==> config.mk <==
export PLATFORM = sky130hd
export DESIGN_NAME = state_sequencer
export DESIGN_NICKNAME = d
export VERILOG_FILES = /design/src/rtl/state_sequencer.sv
export SDC_FILE = /design/constraint.sdc
export NUM_CORES = 1
export LEC_CHECK = 0
export ABC_AREA = 1
export BUFFER_PORTS_ARGS = -buffer_cell sky130_fd_sc_hd__buf_2
export CELL_PAD_IN_SITES_DETAIL_PLACEMENT = 0
export CELL_PAD_IN_SITES_GLOBAL_PLACEMENT = 1
export CORE_ASPECT_RATIO = 0.75
export CORE_MARGIN = 2
export CORE_UTILIZATION = 40
export CTS_CLUSTER_SIZE = 14
export DETAILED_ROUTE_END_ITERATION = 10
export MAX_ROUTING_LAYER = met4
export PLACE_DENSITY = 0.75
export SYNTH_ARGS = -nofsm -noshare
export SYNTH_HDL_FRONTEND = slang
export SYNTH_SLANG_ARGS = --single-unit
export TNS_END_PERCENT = 100
==> constraint.sdc <==
create_clock -name clk -period 2.4 [get_ports clk]
set_input_delay 0.36 -clock clk [delete_from_list [all_inputs] [get_ports clk]]
set_output_delay 0.36 -clock clk [all_outputs]
set_load 0.01 [all_outputs]
==> src/rtl/state_sequencer.sv <==
// Timed sequencer emitting the 4-bit state code stream (0000 idle, 0001..1001 for b..j) for the downstream decoder.
// Optional macro SEQ_LOOP_EN: j wraps back to b instead of returning to idle.
module state_sequencer #(
  parameter int unsigned TICK_DIV    = 4,
  parameter int unsigned DWELL_SHORT = 2,
  parameter int unsigned DWELL_LONG  = 3
) (
  input  logic       clk,
  input  logic       rst,
  input  logic       start,
  input  logic       hold,
  input  logic       skip,
  output logic [3:0] stateout,
  output logic       busy,
  output logic       done
);

  localparam int unsigned PW = (TICK_DIV > 1) ? $clog2(TICK_DIV) : 1;
  localparam int unsigned DW = 8;
  localparam logic [PW-1:0] PRESC_MAX = PW'(TICK_DIV - 1);
  localparam logic [DW-1:0] SHORT_MAX = DW'(DWELL_SHORT - 1);
  localparam logic [DW-1:0] LONG_MAX  = DW'(DWELL_LONG - 1);

  typedef enum logic [3:0] {
    ST_IDLE = 4'd0,
    ST_B    = 4'd1,
    ST_C    = 4'd2,
    ST_D    = 4'd3,
    ST_E    = 4'd4,
    ST_F    = 4'd5,
    ST_G    = 4'd6,
    ST_H    = 4'd7,
    ST_I    = 4'd8,
    ST_J    = 4'd9
  } state_e;

  state_e        state_q, state_d;
  logic [PW-1:0] presc_q, presc_d;
  logic [DW-1:0] dwell_q, dwell_d;
  logic          busy_q, busy_d;
  logic          done_q, done_d;

  logic          tick_c;
  logic          advance_c;
  logic [DW-1:0] dwell_max_c;

  always_ff @(posedge clk) begin
    if (rst) begin
      state_q <= ST_IDLE;
      presc_q <= '0;
      dwell_q <= '0;
      busy_q  <= 1'b0;
      done_q  <= 1'b0;
    end else begin
      state_q <= state_d;
      presc_q <= presc_d;
      dwell_q <= dwell_d;
      busy_q  <= busy_d;
      done_q  <= done_d;
    end
  end

  // Next state: skip beats hold, hold freezes both counters, otherwise count ticks toward the dwell limit.
  always_comb begin
    state_d     = state_q;
    presc_d     = presc_q;
    dwell_d     = dwell_q;
    done_d      = 1'b0;
    advance_c   = 1'b0;
    tick_c      = (presc_q == PRESC_MAX);
    dwell_max_c = ((state_q == ST_D) || (state_q == ST_G) || (state_q == ST_J)) ? LONG_MAX : SHORT_MAX;

    if (state_q == ST_IDLE) begin
      if (start) begin
        state_d = ST_B;
        presc_d = '0;
        dwell_d = '0;
      end
    end else if (state_q > ST_J) begin
      state_d = ST_IDLE;
      presc_d = '0;
      dwell_d = '0;
    end else if (skip) begin
      advance_c = 1'b1;
    end else if (!hold) begin
      if (tick_c) begin
        if (dwell_q == dwell_max_c) begin
          advance_c = 1'b1;
        end else begin
          dwell_d = dwell_q + DW'(1);
          presc_d = '0;
        end
      end else begin
        presc_d = presc_q + PW'(1);
      end
    end

    if (advance_c) begin
      presc_d = '0;
      dwell_d = '0;
      if (state_q == ST_J) begin
        done_d = 1'b1;
`ifdef SEQ_LOOP_EN
        state_d = ST_B;
`else
        state_d = ST_IDLE;
`endif
      end else begin
        state_d = state_e'(state_q + 4'd1);
      end
    end

    busy_d = (state_d != ST_IDLE);
  end

  assign stateout = state_q;
  assign busy     = busy_q;
  assign done     = done_q;

endmodule

; ---- Yosys cells after proc, flatten, opt, wreduce, memory -nomap -nowiden
; Index checks and enable logic that the tools add are counted.
[word_totals]
register_bits = 16
input_bits = 5
[op_classes]
addsub = 3
order_cmp = 1
eq_ne = 10
n_mux = 27
bitwise = 1
reduce_logical = 9
[op_table]
columns = op, n
row1 = 8-bit 2-to-1 mux, 7
row2 = 4-bit 2-to-1 mux, 5
row3 = 2-bit 2-to-1 mux, 8
row4 = 8-bit by 1-bit adder with 8-bit output (second input constant), 1
row5 = 8-bit by 2-bit equality test with 1-bit output, 1
row6 = 1-bit 2-to-1 mux, 7
row7 = 3-bit by 1-bit inequality test with 1-bit output (second input constant), 2
row8 = 5-bit AND reduction, 1
row9 = 4-bit by 1-bit adder with 4-bit output (second input constant), 1
row10 = 4-bit by 2-bit equality test with 1-bit output (second input constant), 1
row11 = 4-bit by 3-bit equality test with 1-bit output (second input constant), 1
row12 = 4-bit equality test (second input constant), 1
row13 = 4-bit > comparator (second input constant), 1
row14 = 4-bit logical NOT, 1
row15 = 4-bit inequality test (second input constant), 1
row16 = 4-bit AND reduction, 1
row17 = 4-bit nonzero test, 1
row18 = 2-bit OR reduction, 2
row19 = 3-bit inequality test (second input constant), 1
row20 = 3-bit nonzero test, 1
row21 = 2-bit by 1-bit adder with 2-bit output (second input constant), 1
row22 = 2-bit equality test (second input constant), 1
row23 = 1-bit logical OR, 2
row24 = 2-bit inequality test (second input constant), 1
row25 = 1-bit NOT, 1

; ---- Logic depth before layout (Yosys ltp)
; Gate-level depths: netlist of the first run.
[logic_depth]
depth_word = 13
ltp_mapped = 13
ltp_nobuf = 13

; ---- Least setup slack after synthesis of the first run
; Ideal clock, no wire load.
[synth_path]
kind = reg2reg
from = register state_q[0] (netlist: stateout[0])
to = register busy_q (netlist: busy)
setup_ps = 111
t_arrival_ps = 1423
path_slack_ps = 866
path_stages_with_launch = 14
path_buffers = 0
period_less_slack_ps = 1534
cell_sequence = dfxtp_1 inv_1 nor2_1 nand2_2 nand3_1 nand2_1 nand2_2 nand3_4 nand2_4 nand2_1 nand2_1 nand2_1 nor2_1 nor2_1
[synth_via]
elab_chain_cells = 13
word_cells_on_any_way = 22
[synth_lines]
columns = element, line_no
row1 = from (decl), 37  ; state_e state_q, state_d;
row2 = from (signal assigned), 55  ; state_q <= state_d;
row3 = 4-bit by 2-bit equality test with 1-bit output / 4-bit by 3-bit equality test with 1-bit output (equally long branches), 71  ; dwell_max_c = ((state_q == ST_D) || (state_q == ST_G) || (state_q == ST_J)) ? LONG_MAX : SHORT_MAX;
row4 = 1-bit logical OR (2 in a row), 71
row5 = 2-bit 2-to-1 mux, 71
row6 = 8-bit by 2-bit equality test with 1-bit output, 87  ; if (dwell_q == dwell_max_c) begin
row7 = 1-bit 2-to-1 mux, 87
row8 = 1-bit 2-to-1 mux, 86  ; if (tick_c) begin
row9 = 1-bit 2-to-1 mux, 85  ; end else if (!hold) begin
row10 = 1-bit 2-to-1 mux, 83  ; end else if (skip) begin
row11 = 1-bit 2-to-1 mux, 79  ; end else if (state_q > ST_J) begin
row12 = 1-bit 2-to-1 mux, 73  ; if (state_q == ST_IDLE) begin
row13 = 4-bit 2-to-1 mux (*), 98  ; if (advance_c) begin
row14 = 4-bit nonzero test (*), 113  ; busy_d = (state_d != ST_IDLE);
row15 = to (signal assigned), 58  ; busy_q <= busy_d;
row16 = to (decl), 40  ; logic busy_q, busy_d;
; Mark *: on every way between the ends. The rest lies on a longest branch, timed or not.
; A chain may end at the register's enable or synchronous reset.

; ---- Final worst setup path of the first run
; Ends and elaborated chain as after synthesis.

==> insert_results.sql, run 1 <==
INSERT INTO impl_metrics (metric_group, metric, value, unit) VALUES
('status', 'outcome', 'complete, no violations', ''),
('synthesis', 'synth.largest_area_cell', 'sky130_fd_sc_hd__dfxtp_1', ''),
('sta', 'finalSetupViolCount', '0', ''),
('setup_path', 'crit_arrival', '1930', 'ps'),
('die', 'die_w', '62.45', 'µm'),
('cts', 'worst_setup_hold_path_clk_slew', '100', 'ps'),
('cts', 'total_number_of_clock_tree_sinks', '16', ''),
('synthesis', 'netlist_top_cells_area', 'sky130_fd_sc_hd__dfxtp_1 31%, sky130_fd_sc_hd__nand2_1 11%, sky130_fd_sc_hd__nor2_1 10%', ''),
('pwr', 'p_clk_share', '10.5', '%'),
('cts', 'max-clock-path-buffers', '2', ''),
('detailed_routing', 'drc_errors', '0', ''),
('pwr', 'seqPwrFrac', '27.5', '%'),
('cts', 'htree_num_levels', '1', ''),
('sta', 'relSlewSlack', '79.96', '%'),
('synthesis', 'number_of_cells_produced_by_synthesis', '147', ''),
('synthesis', 'syn_nets', '154', ''),
('grt', 'global_route.usage.total', '17.77', '%'),
('setup_path', 'end_kind', 'flop', ''),
('synthesis', 'async_flop_share', '0', '%'),
('sta', 'setup_total_negative_slack', '0', 'ps'),
('detailed_routing', 'routed-via-count', '922', ''),
('finish', 'final_net_count', '169', ''),
('setup_path', 'timing.critical_path.required', '2590', 'ps'),
('pwr', 'power.switching_fraction', '52.89', '%'),
('synthesis', 'dominantRegCellSynth', 'sky130_fd_sc_hd__dfxtp_1', ''),
('synthesis', 'synth_cell_types', '29', ''),
('die', 'site_rows', '15', ''),
('die', 'pin_count', '11', ''),
('pwr', 'design_power_total', '1.421', 'mW'),
('placed_design', 'post-dp-hpwl', '1.759', 'mm'),
('sta', 'report.final.hold_viol_count', '0', ''),
('detailed_routing', 'dr.pass1.iters', '4', ''),
('grt', 'grt_antenna_before_repair', '0', ''),
('synthesis', 'ys_warn_count', '0', ''),
('cts', 'clock_tree_from_tritoncts', 'done', ''),
('pwr', 'comb_power_share', '62.0', '%'),
('grt', 'grt.met1_usage', '26.03', '%'),
('grt', 'grt_pass1_wl', '3.850', 'mm'),
('die', 'dieHeight', '47.84', 'µm'),
('die', 'design.die.area', '2987', 'µm²'),
('cts', 'cts.hold.buffers_added', '0', ''),
('setup_path', 'path_class', 'reg -> reg', ''),
('sta', 'worst_slew_pin_slew', '297.9', 'ps'),
('sta', 'layout_min_cycle_time', '1736', 'ps'),
('pwr', 'pwr_density', '1247', 'nW/µm²'),
('sta', 'finalClockSkew', '1.486', 'ps'),
('pwr', 'total_leakage_power', '0.5112', 'nW'),
('pwr', 'power.net_switching', '751.5', 'µW'),
('cts', 'insertion_delay_to_the_later_sink_of_the_worst_skew_pair', '290', 'ps'),
('sta', 'min_period_over_period', '72.35', '%'),
('sta', 'unrepaired_setup_endpoints_after_global_routing', 'no', ''),
('detailed_routing', 'drt_wl_total', '2.183', 'mm'),
('grt', 'grt-ovfl-total', '0', ''),
('finish', 'synthToLayoutAreaGrowth', '11.23', '%'),
('detailed_routing', 'wire_per_inst', '11.25', 'µm'),
('die', 'core-area', '2365', 'µm²'),
('cts', 'post_cts_resize_count', '0', ''),
('setup_path', 'critical_path.max_fanout', '6', ''),
('synthesis', 'yosysSeqAreaShare', '31.26', '%'),
('grt', 'gr_busiest_metal', 'met1', ''),
('cts', 'post-cts-setup-buffers', '0', ''),
('synthesis', 'synthesis.area_per_instance', '6.971', 'µm²'),
('cts', 'cts_buffers', '3', ''),
('finish', 'num_antenna_cells', '0', ''),
('job', 'max_cap_violations', '0', ''),
('synthesis', 'synth_common_cells', '31 x sky130_fd_sc_hd__nand2_1, 28 x sky130_fd_sc_hd__nor2_1, 16 x sky130_fd_sc_hd__dfxtp_1', ''),
('synthesis', 'synth_enable_flop_cells', '0', ''),
('synthesis', 'number_of_flip_flops_and_latches_in_the_synthesized_netlist', '16', ''),
('placed_design', 'placer_congestion', '0.8732', ''),
('cts', 'cts_root_buf', 'sky130_fd_sc_hd__clkbuf_4', ''),
('detailed_routing', 'vias_per_cell', '4.753', '');
[per-layer routing]
layer | wire length, µm | share of wire (%)
met2 | 840 | 38
met4 | 16 | 0.73
met5 | 0 | 0
met1 | 1258 | 58
met3 | 68 | 3.1
[per-stage QoR]
| step | hold slack [ps] | setup WS [ps] | instances | utilization (%) | instance area, µm² |
|---|---|---|---|---|---|
| after detailed placement | 476.6 | 687.1 | 191 | 47.25 | 1117 |
| after floorplan | 432.4 | 865.6 | 147 | - | 1025 |
| after global routing | 349.7 | 418.7 | 194 | 48.20 | 1140 |
| after CTS | 341.3 | 668.2 | 194 | 48.20 | 1140 |
| after global placement | 466.8 | 668.6 | 191 | 47.25 | 1117 |
| final | 346.4 | 663.7 | 194 | 48.20 | 1140 |
[state kept, by name, summed over array words and instances (netlist names)]
signal	cells
done	1
presc_q	2
dwell_q	8
busy	1
stateout	4
[worst max-delay path, cell delays in order (launching register included)]
cell and delay, ps:
sky130_fd_sc_hd__dfxtp_1 420, sky130_fd_sc_hd__inv_1 130, sky130_fd_sc_hd__nor2_1 170, sky130_fd_sc_hd__nand2_2 100
sky130_fd_sc_hd__nand3_1 80, sky130_fd_sc_hd__nand2_1 60, sky130_fd_sc_hd__nand2_2 100, sky130_fd_sc_hd__nand3_4 110
sky130_fd_sc_hd__nand2_4 130, sky130_fd_sc_hd__nand2_1 60, sky130_fd_sc_hd__nand2_1 80, sky130_fd_sc_hd__nand2_1 70
sky130_fd_sc_hd__nor2_1 100, sky130_fd_sc_hd__nor2_1 40
[power by group through the flow]
stage / Clock [mW] / Combinational, mW / Sequential [mW]
3_3_place_gp: 0 / 0.883 / 0.395
6_report: 0.149 / 0.881 / 0.390
4_1_cts: 0.158 / 0.888 / 0.389
2_1_floorplan: 0 / 0.676 / 0.406
3_5_place_dp: 0 / 0.880 / 0.395
5_1_grt: 0.166 / 1.01 / 0.402
[cell usage in the layout, fill, tap and decap left out, drive strengths merged]
cell type / Yosys / layout
nand2: 41 / 41
nor2: 31 / 31
inv: 19 / 19
dfxtp: 16 / 16
nand3: 11 / 11
buf: 0 / 10
o21ai: 6 / 6
xor2: 4 / 4
a21oi: 4 / 4
clkbuf: 0 / 3
nand4: 2 / 2
nand3b: 2 / 2
ha: 2 / 2
nor3: 2 / 2
o211ai: 1 / 1
clkinv: 1 / 1
and2: 1 / 1
nor4: 1 / 1
o22ai: 1 / 1
nor3b: 1 / 1
xnor2: 1 / 1
[kinds of logic after synthesis]
group | synth area share (%)
buf+inv | 7.692
fa+ha+maj | 2.442
xor+xnor | 4.273
compound gates | 7.815
simple gates | 46.52
flops | 31.26
[layout make-up]
class	instances	area, µm²
tap	34	42.54
clock buffer	3	22.52
inverter	20	78.83
fill	254	1225
timing repair buffer	10	50.05
multi-input combinational	111	625.6
sequential	16	320.3
[path summary, 6_finish.rpt]
kind              slack [ps]          end   startpoint  cells after the start
setup / recovery         660         busy  stateout[0]                     13
hold / removal           350  stateout[3]          rst                      2
setup reg to reg         660         busy  stateout[0]                     13
hold reg to reg          490   presc_q[1]   presc_q[1]                      2
(Power assumes the default switching activity.)
==> inputs of run 2 (changes only) <==
--- a/config.mk
+++ b/config.mk
@@ -11,11 +11,11 @@
 export CELL_PAD_IN_SITES_GLOBAL_PLACEMENT = 1
 export CORE_ASPECT_RATIO = 0.75
 export CORE_MARGIN = 2
-export CORE_UTILIZATION = 40
+export CORE_UTILIZATION = 37
 export CTS_CLUSTER_SIZE = 14
 export DETAILED_ROUTE_END_ITERATION = 10
 export MAX_ROUTING_LAYER = met4
-export PLACE_DENSITY = 0.75
+export PLACE_DENSITY = 0.73
 export SYNTH_ARGS = -nofsm -noshare
 export SYNTH_HDL_FRONTEND = slang
 export SYNTH_SLANG_ARGS = --single-unit
==> constraint.sdc (replaced) <==
create_clock -name clk -period 1.52 [get_ports clk]
set_input_delay 0.228 -clock clk [delete_from_list [all_inputs] [get_ports clk]]
set_output_delay 0.228 -clock clk [all_outputs]
set_load 0.01 [all_outputs]
==> run 2 against run 1 <==
Compared with the run above: the flow now finishes with violations (negative setup slack); sequential power rose by 84%; via count rose by 18%; worst setup slack got worse by 750 ps; final cell count rose by 18%; largest power group unchanged.
==> insert_results.sql, run 2 (same netlist as run 1, synthesis figures left out) <==
INSERT INTO impl_metrics (metric_group, metric, value, unit) VALUES
('sta', 'slew_viol_final', '0', ''),
('sta', 'worst_slew_pin_slew', '252.5', 'ps'),
('setup_path', 'critical_path_buf_inv_count', '0', ''),
('pwr', 'power.net_switching', '1.619', 'mW'),
('grt', 'global_route.usage.total', '18.20', '%'),
('detailed_routing', 'dr.pass1.iters', '4', ''),
('grt', 'grt_pass1_wl', '4.409', 'mm'),
('setup_path', 'timing.critical_path.required', '1670', 'ps'),
('setup_path', 'path_class', 'reg -> reg', ''),
('detailed_routing', 'drt_wl_total', '2.780', 'mm'),
('detailed_routing', 'vias_per_cell', '4.747', ''),
('detailed_routing', 'antenna_violating_nets_left', '0', ''),
('pwr', 'cellInternalPower', '1.902', 'mW'),
('pwr', 'pwr_density', '2239', 'nW/µm²'),
('finish', 'registers.top_by_ff_count', 'dwell_q', ''),
('cts', 'max-clock-path-buffers', '2', ''),
('setup_path', 'critPathMostFrequentCell', 'sky130_fd_sc_hd__nand2_1', ''),
('pwr', 'seqPwrFrac', '20.4', '%'),
('setup_path', 'crit_path_cell_trace', 'o21ai_4 > nand2_4 > nor3_4 > nand3_4 > nand2_8 > nand2_1 > nand2_1 > nand2_1 > nor2_1 > nor2_1', ''),
('die', 'core-area', '2623', 'µm²'),
('cts', 'cts_root_buf', 'sky130_fd_sc_hd__clkbuf_8', ''),
('cts', 'clock_tree_from_tritoncts', 'done', ''),
('die', 'pin_count', '11', ''),
('sta', 'relSlewSlack', '83.09', '%'),
('cts', 'insertion_delay_to_the_later_sink_of_the_worst_skew_pair', '260', 'ps'),
('worst_hold_path', 'min_path_type', 'in -> reg', ''),
('detailed_routing', 'routed-via-count', '1087', ''),
('finish', 'num_antenna_cells', '0', ''),
('grt', 'grt_max_degree', '10', ''),
('detailed_routing', 'wire_per_inst', '12.14', 'µm'),
('sta', 'finalClockSkew', '2.440', 'ps'),
('finish', 'mostFrequentLayoutCells', '30 x sky130_fd_sc_hd__buf_4, 23 x sky130_fd_sc_hd__nor2_1, 20 x sky130_fd_sc_hd__nand2_1, 16 x sky130_fd_sc_hd__nand2_2, 12 x sky130_fd_sc_hd__inv_1', ''),
('sta', 'report.final.hold_viol_count', '0', ''),
('setup_path', 'critPathLaunchType', 'flop', ''),
('pwr', 'p_clk_share', '11.1', '%'),
('placed_design', 'post-dp-hpwl', '1.911', 'mm'),
('grt', 'grt-ovfl-total', '0', ''),
('finish', 'final_net_count', '201', ''),
('sta', 'setup_total_negative_slack', '-583.2', 'ps'),
('die', 'site_rows', '16', ''),
('placed_design', 'place_ws', '-119.4', 'ps'),
('die', 'design.die.area', '3211', 'µm²'),
('setup_path', 'end_kind', 'flop', ''),
('die', 'dieHeight', '49.58', 'µm'),
('pwr', 'total_leakage_power', '0.7126', 'nW'),
('cts', 'total_number_of_clock_tree_sinks', '16', ''),
('sta', 'unrepaired_setup_endpoints_after_global_routing', 'yes', ''),
('status', 'violations', 'negative setup slack', ''),
('finish', 'final_cell_count_no_fill', '229', ''),
('detailed_routing', 'detailedRoute.firstIterationViolations', '35', ''),
('status', 'outcome', 'finished, violations left', ''),
('placed_design', 'placer_congestion', '0.8095', ''),
('cts', 'worst_setup_hold_path_clk_slew', '70', 'ps'),
('finish', 'final_common_cell', 'sky130_fd_sc_hd__buf_4', ''),
('grt', 'grt_antenna_before_repair', '0', ''),
('finish', 'utilization', '59.97', '%'),
('finish', 'drive_gt1_share', '50.78', '%'),
('placed_design', 'post-place-cells', '215', ''),
('sta', 'post-route-worst-setup-slack', '-88.99', 'ps'),
('finish', 'largest_reg_flops', '8', ''),
('detailed_routing', 'drc_errors', '0', ''),
('die', 'floorplan.initialDensity', '39.07', '%'),
('sta', 'timing.fmax', '621.5', 'MHz'),
('sta', 'min_period_over_period', '105.9', '%'),
('setup_path', 'critical_path.max_fanout', '6', ''),
('cts', 'htree_num_levels', '1', ''),
('sta', 'finalSetupViolCount', '11', ''),
('cts', 'cts.hold.buffers_added', '0', ''),
('placed_design', 'buffer_ports.inserted', '10', ''),
('grt', 'via_count_of_the_first_global_routing_pass', '972', ''),
('pwr', 'power.switching_fraction', '45.98', '%'),
('pwr', 'power.ir.vdd_worst', '0.001340', 'V'),
('die', 'die_w', '64.77', 'µm'),
('setup_path', 'cell_type_group_with_the_largest_total_delay_on_the_critical_path', 'simple AND/OR/NAND/NOR gates', ''),
('job', 'max_cap_violations', '0', ''),
('cts', 'cts_buffers', '3', ''),
('setup_path', 'crit_slowest_cell', 'sky130_fd_sc_hd__dfxtp_4', ''),
('sta', 'layout_min_cycle_time', '1609', 'ps'),
('finish', 'synthToLayoutAreaGrowth', '53.48', '%'),
('setup_path', 'max_stage_delay', '390', 'ps'),
('pwr', 'comb_power_share', '68.5', '%'),
('setup_path', 'crit_arrival', '1760', 'ps');
run 2: changes by cell type in the layout (fill, tap and decap cells not counted), sizes merged:
cell / previous run / this run
clkbuf: 3 / 4
buf: 10 / 42
run 2: path summary, 6_finish.rpt:
kind,startpoint,to,slack (ps),cells after the start
worst max-delay path,stateout[1],busy,-90,10
worst min-delay path,rst,stateout[3],250,2
worst max register to register,stateout[1],busy,-90,10
worst min register to register,presc_q[1],presc_q[1],480,2
run 2: final cells by class:
cell class,instances,area [µm²]
Inverter,20,91.34
Timing Repair Buffer,42,297.8
Clock buffer,4,55.05
Sequential cell,16,336.6
Multi-Input combinational cell,111,747.0
Fill cell,229,1050
Tap cell,36,45.04
run 2: power groups by stage:
stage	clock [mW]	sequential (mW)	combinational [mW]
3_5_place_dp	0	0.624	1.88
6_report	0.392	0.719	2.41
5_1_grt	0.409	0.733	2.61
2_1_floorplan	0	0.647	1.07
4_1_cts	0.402	0.682	2.09
3_3_place_gp	0	0.623	1.87
run 2: routing by layer:
metal / vias to the layer above / part of all wire, % / global-route usage (%)
li1: 556 / - / -
met1: 510 / 50 / 25.49
met2: 16 / 46 / 26.12
met3: 5 / 3.1 / 4.795
met4: 0 / 0.90 / 4.255
met5: - / 0 / -
run 2: per-stage QoR:
stage	instance area [µm²]	total power, mW	hold slack, ps
floorplan	1027	1.715	293.0
finish	1573	3.521	251.5
detailed placement	1287	2.503	463.0
CTS	1459	3.170	245.1
global placement	1287	2.492	454.8
global route	1573	3.755	276.0
run 2: what timing repair did:
| item | CTS | global route |
|---|---|---|
| pin swaps | 11 | 7 |
| setup buffers | 6 | 4 |
| gates resized for setup | 23 | 24 |
| setup endpoints to repair | 13 | 16 |
| cloned | 0 | 0 |
